$ cat src/rtl/ex_muldiv.sv
// Execute stage: single-cycle RV32I ALU plus a multi-cycle RV32M multiply/divide unit.
// A mul/div op stalls the upstream pipeline until its result is presented, for one cycle, in DONE.
module ex_muldiv #(
    parameter int XLEN       = 32,
    parameter int DIV_CYCLES = XLEN
) (
    input  logic            clk,
    input  logic            rst,
    input  logic            flush_i,
    input  logic [7:0]      aluop_i,
    input  logic [2:0]      alusel_i,
    input  logic [XLEN-1:0] reg1_i,
    input  logic [XLEN-1:0] reg2_i,
    input  logic [4:0]      wd_i,
    input  logic            wreg_i,
    output logic [4:0]      wd_o,
    output logic            wreg_o,
    output logic [XLEN-1:0] wdata_o,
    output logic            stallreq_o
);
    localparam logic [7:0] OP_ADD = 8'h01, OP_SUB = 8'h02, OP_SLT = 8'h03, OP_SLTU = 8'h04;
    localparam logic [7:0] OP_AND = 8'h05, OP_OR = 8'h06, OP_XOR = 8'h07;
    localparam logic [7:0] OP_SLL = 8'h08, OP_SRL = 8'h09, OP_SRA = 8'h0A;
    localparam logic [7:0] OP_MUL = 8'h10, OP_MULH = 8'h11, OP_MULHSU = 8'h12, OP_MULHU = 8'h13;
    localparam logic [7:0] OP_DIV = 8'h14, OP_DIVU = 8'h15, OP_REM = 8'h16, OP_REMU = 8'h17;
    localparam int CW = $clog2(DIV_CYCLES + 1);
    localparam logic [XLEN-1:0] INT_MIN = {1'b1, {(XLEN-1){1'b0}}};

    typedef enum logic [1:0] {S_IDLE, S_MUL, S_DIV, S_DONE} state_t;

    state_t            state_q, state_d;
    logic [7:0]        op_q, op_d;
    logic [XLEN:0]     op_a_q, op_a_d, op_b_q, op_b_d;
    logic [2*XLEN-1:0] prod_q, prod_d;
    logic [XLEN-1:0]   quo_q, quo_d, rem_q, rem_d;
    logic [CW-1:0]     cnt_q, cnt_d;
    logic              neg_quo_q, neg_quo_d, neg_rem_q, neg_rem_d;

    logic              is_mul, is_div, div_signed, stall;
    logic [XLEN-1:0]   alu_res, md_res, a_abs, b_abs;
    logic [XLEN-1:0]   quo_step, rem_step;
    logic [XLEN:0]     partial, trial;
    logic [2*XLEN-1:0] mul_a, mul_b;
    logic [4:0]        shamt;

    assign is_mul     = aluop_i inside {OP_MUL, OP_MULH, OP_MULHSU, OP_MULHU};
    assign is_div     = aluop_i inside {OP_DIV, OP_DIVU, OP_REM, OP_REMU};
    assign div_signed = (aluop_i == OP_DIV) || (aluop_i == OP_REM);
    assign shamt      = reg2_i[4:0];
    assign a_abs      = (div_signed && reg1_i[XLEN-1]) ? -reg1_i : reg1_i;
    assign b_abs      = (div_signed && reg2_i[XLEN-1]) ? -reg2_i : reg2_i;

    always_comb begin
        // NOTE: default first so every path assigns alu_res; otherwise a latch is inferred.
        alu_res = '0;
        unique case (aluop_i)
            OP_ADD:  alu_res = reg1_i + reg2_i;
            OP_SUB:  alu_res = reg1_i - reg2_i;
            OP_SLT:  alu_res[0] = $signed(reg1_i) < $signed(reg2_i);
            OP_SLTU: alu_res[0] = reg1_i < reg2_i;
            OP_AND:  alu_res = reg1_i & reg2_i;
            OP_OR:   alu_res = reg1_i | reg2_i;
            OP_XOR:  alu_res = reg1_i ^ reg2_i;
            OP_SLL:  alu_res = reg1_i << shamt;
            OP_SRL:  alu_res = reg1_i >> shamt;
            OP_SRA:  alu_res = XLEN'($signed(reg1_i) >>> shamt);
            default: alu_res = '0;
        endcase
    end

    // Restoring divide step: quo_q shifts the dividend out as quotient bits shift in.
    always_comb begin
        partial = {rem_q, quo_q[XLEN-1]};
        trial   = partial - {1'b0, op_b_q[XLEN-1:0]};
        if (!trial[XLEN]) begin
            rem_step = trial[XLEN-1:0];
            quo_step = {quo_q[XLEN-2:0], 1'b1};
        end else begin
            rem_step = partial[XLEN-1:0];
            quo_step = {quo_q[XLEN-2:0], 1'b0};
        end
    end

    // Operands carry an explicit 33rd sign bit, so one signed product covers all three forms.
    assign mul_a = (2*XLEN)'($signed(op_a_q));
    assign mul_b = (2*XLEN)'($signed(op_b_q));

    always_comb begin
        state_d   = state_q;
        op_d      = op_q;
        op_a_d    = op_a_q;
        op_b_d    = op_b_q;
        prod_d    = prod_q;
        quo_d     = quo_q;
        rem_d     = rem_q;
        cnt_d     = cnt_q;
        neg_quo_d = neg_quo_q;
        neg_rem_d = neg_rem_q;
        stall     = 1'b0;
        if (flush_i) begin
            state_d = S_IDLE;
        end else begin
            unique case (state_q)
                S_IDLE: begin
                    if (is_mul) begin
                        op_d    = aluop_i;
                        op_a_d  = {(aluop_i != OP_MULHU) & reg1_i[XLEN-1], reg1_i};
                        op_b_d  = {(aluop_i == OP_MULH) & reg2_i[XLEN-1], reg2_i};
                        stall   = 1'b1;
                        state_d = S_MUL;
                    end else if (is_div) begin
                        op_d      = aluop_i;
                        stall     = 1'b1;
                        neg_quo_d = 1'b0;
                        neg_rem_d = 1'b0;
                        if (reg2_i == '0) begin
                            quo_d   = '1;
                            rem_d   = reg1_i;
                            state_d = S_DONE;
                        end else if (div_signed && reg1_i == INT_MIN && reg2_i == '1) begin
                            quo_d   = INT_MIN;
                            rem_d   = '0;
                            state_d = S_DONE;
                        end else begin
                            quo_d     = a_abs;
                            rem_d     = '0;
                            op_b_d    = {1'b0, b_abs};
                            neg_quo_d = div_signed & (reg1_i[XLEN-1] ^ reg2_i[XLEN-1]);
                            neg_rem_d = div_signed & reg1_i[XLEN-1];
                            cnt_d     = CW'(DIV_CYCLES);
                            state_d   = S_DIV;
                        end
                    end
                end
                S_MUL: begin
                    prod_d  = mul_a * mul_b;
                    stall   = 1'b1;
                    state_d = S_DONE;
                end
                S_DIV: begin
                    stall = 1'b1;
                    cnt_d = cnt_q - CW'(1);
                    quo_d = quo_step;
                    rem_d = rem_step;
                    if (cnt_q == CW'(1)) begin
                        quo_d   = neg_quo_q ? -quo_step : quo_step;
                        rem_d   = neg_rem_q ? -rem_step : rem_step;
                        state_d = S_DONE;
                    end
                end
                S_DONE:  state_d = S_IDLE;
                default: state_d = S_IDLE;
            endcase
        end
    end

    always_ff @(posedge clk or negedge rst) begin
        if (!rst) begin
            state_q   <= S_IDLE;
            op_q      <= '0;
            op_a_q    <= '0;
            op_b_q    <= '0;
            prod_q    <= '0;
            quo_q     <= '0;
            rem_q     <= '0;
            cnt_q     <= '0;
            neg_quo_q <= 1'b0;
            neg_rem_q <= 1'b0;
        end else begin
            // NOTE: non-blocking so every flop samples the pre-edge value of every other flop.
            state_q   <= state_d;
            op_q      <= op_d;
            op_a_q    <= op_a_d;
            op_b_q    <= op_b_d;
            prod_q    <= prod_d;
            quo_q     <= quo_d;
            rem_q     <= rem_d;
            cnt_q     <= cnt_d;
            neg_quo_q <= neg_quo_d;
            neg_rem_q <= neg_rem_d;
        end
    end

    always_comb begin
        md_res = '0;
        unique case (op_q)
            OP_MUL:                       md_res = prod_q[XLEN-1:0];
            OP_MULH, OP_MULHSU, OP_MULHU: md_res = prod_q[2*XLEN-1:XLEN];
            OP_DIV, OP_DIVU:              md_res = quo_q;
            OP_REM, OP_REMU:              md_res = rem_q;
            default:                      md_res = '0;
        endcase
    end

    // Outputs are gated by rst directly so they clear asynchronously along with the state.
    always_comb begin
        wd_o       = '0;
        wreg_o     = 1'b0;
        wdata_o    = '0;
        stallreq_o = 1'b0;
        if (rst) begin
            wd_o       = wd_i;
            stallreq_o = stall;
            wreg_o     = wreg_i & ~stall;
            if (alusel_i != 3'd0)
                wdata_o = (state_q == S_DONE) ? md_res : alu_res;
        end
    end
endmodule

$ cat config.mk
export PLATFORM = sky130hd
export DESIGN_NAME = ex_muldiv
export DESIGN_NICKNAME = d
export VERILOG_FILES = /design/src/rtl/ex_muldiv.sv
export SDC_FILE = /design/constraint.sdc
export NUM_CORES = 2
export LEC_CHECK = 0
export ABC_AREA = 1
export CAP_MARGIN = 15
export CORE_MARGIN = 4
export CORE_UTILIZATION = 55
export CTS_CLUSTER_SIZE = 20
export DETAILED_ROUTE_END_ITERATION = 12
export PLACE_DENSITY = 0.82
export SYNTH_ARGS = -nofsm -noshare
export SYNTH_HDL_FRONTEND = slang
export SYNTH_SLANG_ARGS = --single-unit
export TNS_END_PERCENT = 10
$ cat constraint.sdc
create_clock -name clk -period 9.9 [get_ports clk]
set_input_delay 1.98 -clock clk [delete_from_list [all_inputs] [get_ports clk]]
set_output_delay 1.98 -clock clk [all_outputs]
set_load 0.005 [all_outputs]
==> out/metrics.yaml <==
outcome: "finished, final reports clean"
die_x_um: 347
clock_sinks: 212
cts.clk_slew.worst_paths_ns: 0.06
cts_buffer_depth: 3
async_flop_share_pct: 100
post-place-ws_ns: 1.34
synth_ff_type: "dfrtp_1"
syn_area_um2: 63400
slew_headroom_pct: 14.7
io_buffer_count: 122
wl_per_cell_um: 25.5
crit_type: "in -> out"
die_y_um: 347
ys_types: 72
grt_pass1_wl_mm: 392
layout_min_cycle_time_ns: 8.86
grt_use_total_pct: 43.3
min_path_cells: 2
fin_skew_ns: 0.0406
critPathMaxFanout: 8
fin_crit_sh_pct: 89.5
regArea_um2: 5310
remaining_drc_errors: 0
num_vias: 60900
clock-root-buffer: "clkbuf_16"
cts_resized: 0
cp-start-kind: "input pin"
rsz0062_at_grt: "false"
grt_max_degree: 94
ios: 123
dieArea_um2: 121000
setup_violations: 0
insertion_delay_ns: 0.59
first_pass_iters: 8
placement_rows: 124
ant_nets: 0
hold_buffers: 0
final_hold_viol_count: 0
initial_core_util_pct: 55.4
gp_congestion: 1.11
vias_per_cell: 5.93
post-cts-setup-buffers: 0
final_cell_mix: "inv_1 (2,184), nand2_1 (2,109), fa_1 (1,128)"
dp_hpwl_mm: 217
fin_nets: 10300
multiInputGateArea_um2: 48100
wl_met3_mm: 31.9
h-tree-depth: 1
tritoncts: "yes"
wl_met1_mm: 102
seq_area_frac_synth_pct: 8.37
synth_fp_nets: 10400
max_cap_violations: 0
wl_met2_mm: 110
min_path_type: "reg -> reg"
area_delta_synth_final_pct: 6.17
arrival_ns: 6.88
drt_iter0_drc: 7474
worstPathRequired_ns: 7.92
synth.avg_cell_area_um2: 7.19
antenna_found_initial: 8
final_common_cell: "inv_1"
grt_pass1_vias: 61500
ff2ff_path_depth: 25
ys_warn_count: 0
synth-edff-count: 0
core_um2: 114000
grt-ovfl-total: 0
maxSlewViolCount: 0
cts_buffers: 27
drive_above_1_share_pct: 4.69
end_kind: "output port"
worstMarginPinSlew_ns: 1.28
synth-seq-cells: 212
top_layer_used: "met5"
setup_tns_ns: 0
fmax_mhz: 113
postRouteWirelength_mm: 262
netlist_instances: 8819
fillers: 10500
hold_ws_ns: 0.457
fin_ws_ns: 1.04
[registers in the layout, indices dropped and copies added, names as in the netlist]
| signal | flops |
|---|---|
| prod_q | 64 |
| op_a_q | 33 |
| op_b_q | 33 |
| quo_q | 32 |
| rem_q | 32 |
| op_q | 8 |
| cnt_q | 6 |
| state_q | 2 |
| neg_quo_q | 1 |
| neg_rem_q | 1 |
[final cells by class]
cell class	count	share of cell area, %
Antenna cell	7	0.0260
Clock buffer	31	1.06
Clock inverter	18	0.309
Inverter	2206	12.3
Multi-Input combinational cell	5959	71.5
Sequential cell	212	7.89
Tap cell	1512	2.81
Timing Repair Buffer	323	4.10
[worst max-delay path, cell delays in order]
cell and delay, ns:
clkdlybuf4s50_1 0.61, clkinv_1 0.54, ha_1 0.55, inv_1 0.20, nand3_1 0.13, nor2_1 0.29
nand2_1 0.08, nand3_1 0.16, a31oi_1 0.11, o21ai_0 0.51, nand2_1 0.19, o21bai_1 0.26
nand3_1 0.13, nand3_1 0.10, nand3_1 0.08, a41oi_1 0.33, clkdlybuf4s50_1 0.61
[cells in the mapped netlist, types with 10 or more instances]
library cell	instances	area (um^2)
a211oi_1	15	113
a21o_1	17	128
a21oi_1	360	1800
a221oi_1	15	131
a22oi_1	17	128
a31oi_1	68	425
a32oi_1	10	87.6
buf_1	13	48.8
buf_2	16	80.1
clkbuf_1	407	1530
clkinv_1	13	48.8
dfrtp_1	212	5310
fa_1	1128	22600
ha_1	352	4400
inv_1	2184	8200
nand2_1	2110	7920
nand2_2	37	231
nand3_1	272	1360
nand3b_1	13	97.6
nand4_1	66	413
nor2_1	437	1640
nor2_2	14	87.6
nor3_1	59	295
nor4_1	35	219
o2111ai_1	10	87.6
o211ai_1	23	173
o21a_1	19	143
o21ai_0	473	2370
o21ai_1	26	130
o21bai_1	18	135
o221ai_1	16	140
o22ai_1	84	526
o31ai_1	11	82.6
or2_2	40	250
xnor2_1	37	324
xor2_1	83	727
[metal layers]
layer | vias up | GRT usage, %
li1 | 26300 | -
met1 | 29700 | 58.8
met2 | 4055 | 63.4
met3 | 824 | 11.1
met4 | 8 | 24.0
met5 | - | 0
[path summary, 6_finish.rpt]
kind / from / to / slack [ns]
worst max register to register: op_b_q[9] / prod_q[45] / 1.19
max in group asynchronous: rst / op_a_q[29] / 6.78
worst min-delay path: op_q[4] / op_q[4] / 0.46
min in group asynchronous: rst / cnt_q[2] / 1.44
worst min register to register: op_q[4] / op_q[4] / 0.46
worst max-delay path: reg1_i[6] / wdata_o[28] / 1.04
[per-stage QoR]
stage	cells	utilization [%]	area [um^2]
after floorplan	8819	-	63400
after global placement	10200	58.0	66300
after detailed placement	10200	58.0	66300
after CTS	10300	58.8	67300
after global routing	10300	58.8	67300
final	10300	58.8	67300
[kinds of logic after synthesis]
group	Yosys count	share of synthesized area [%]
compound gates	1231	11.1
xor+xnor	120	1.66
mux	9	0.142
simple gates	3119	20.3
flops	212	8.37
fa+ha+maj	1480	42.6
buf+inv	2648	15.8
Power is left out: the tool's default activity adds up to more than one toggle a clock period on the data nets, which glitch-free logic cannot reach.
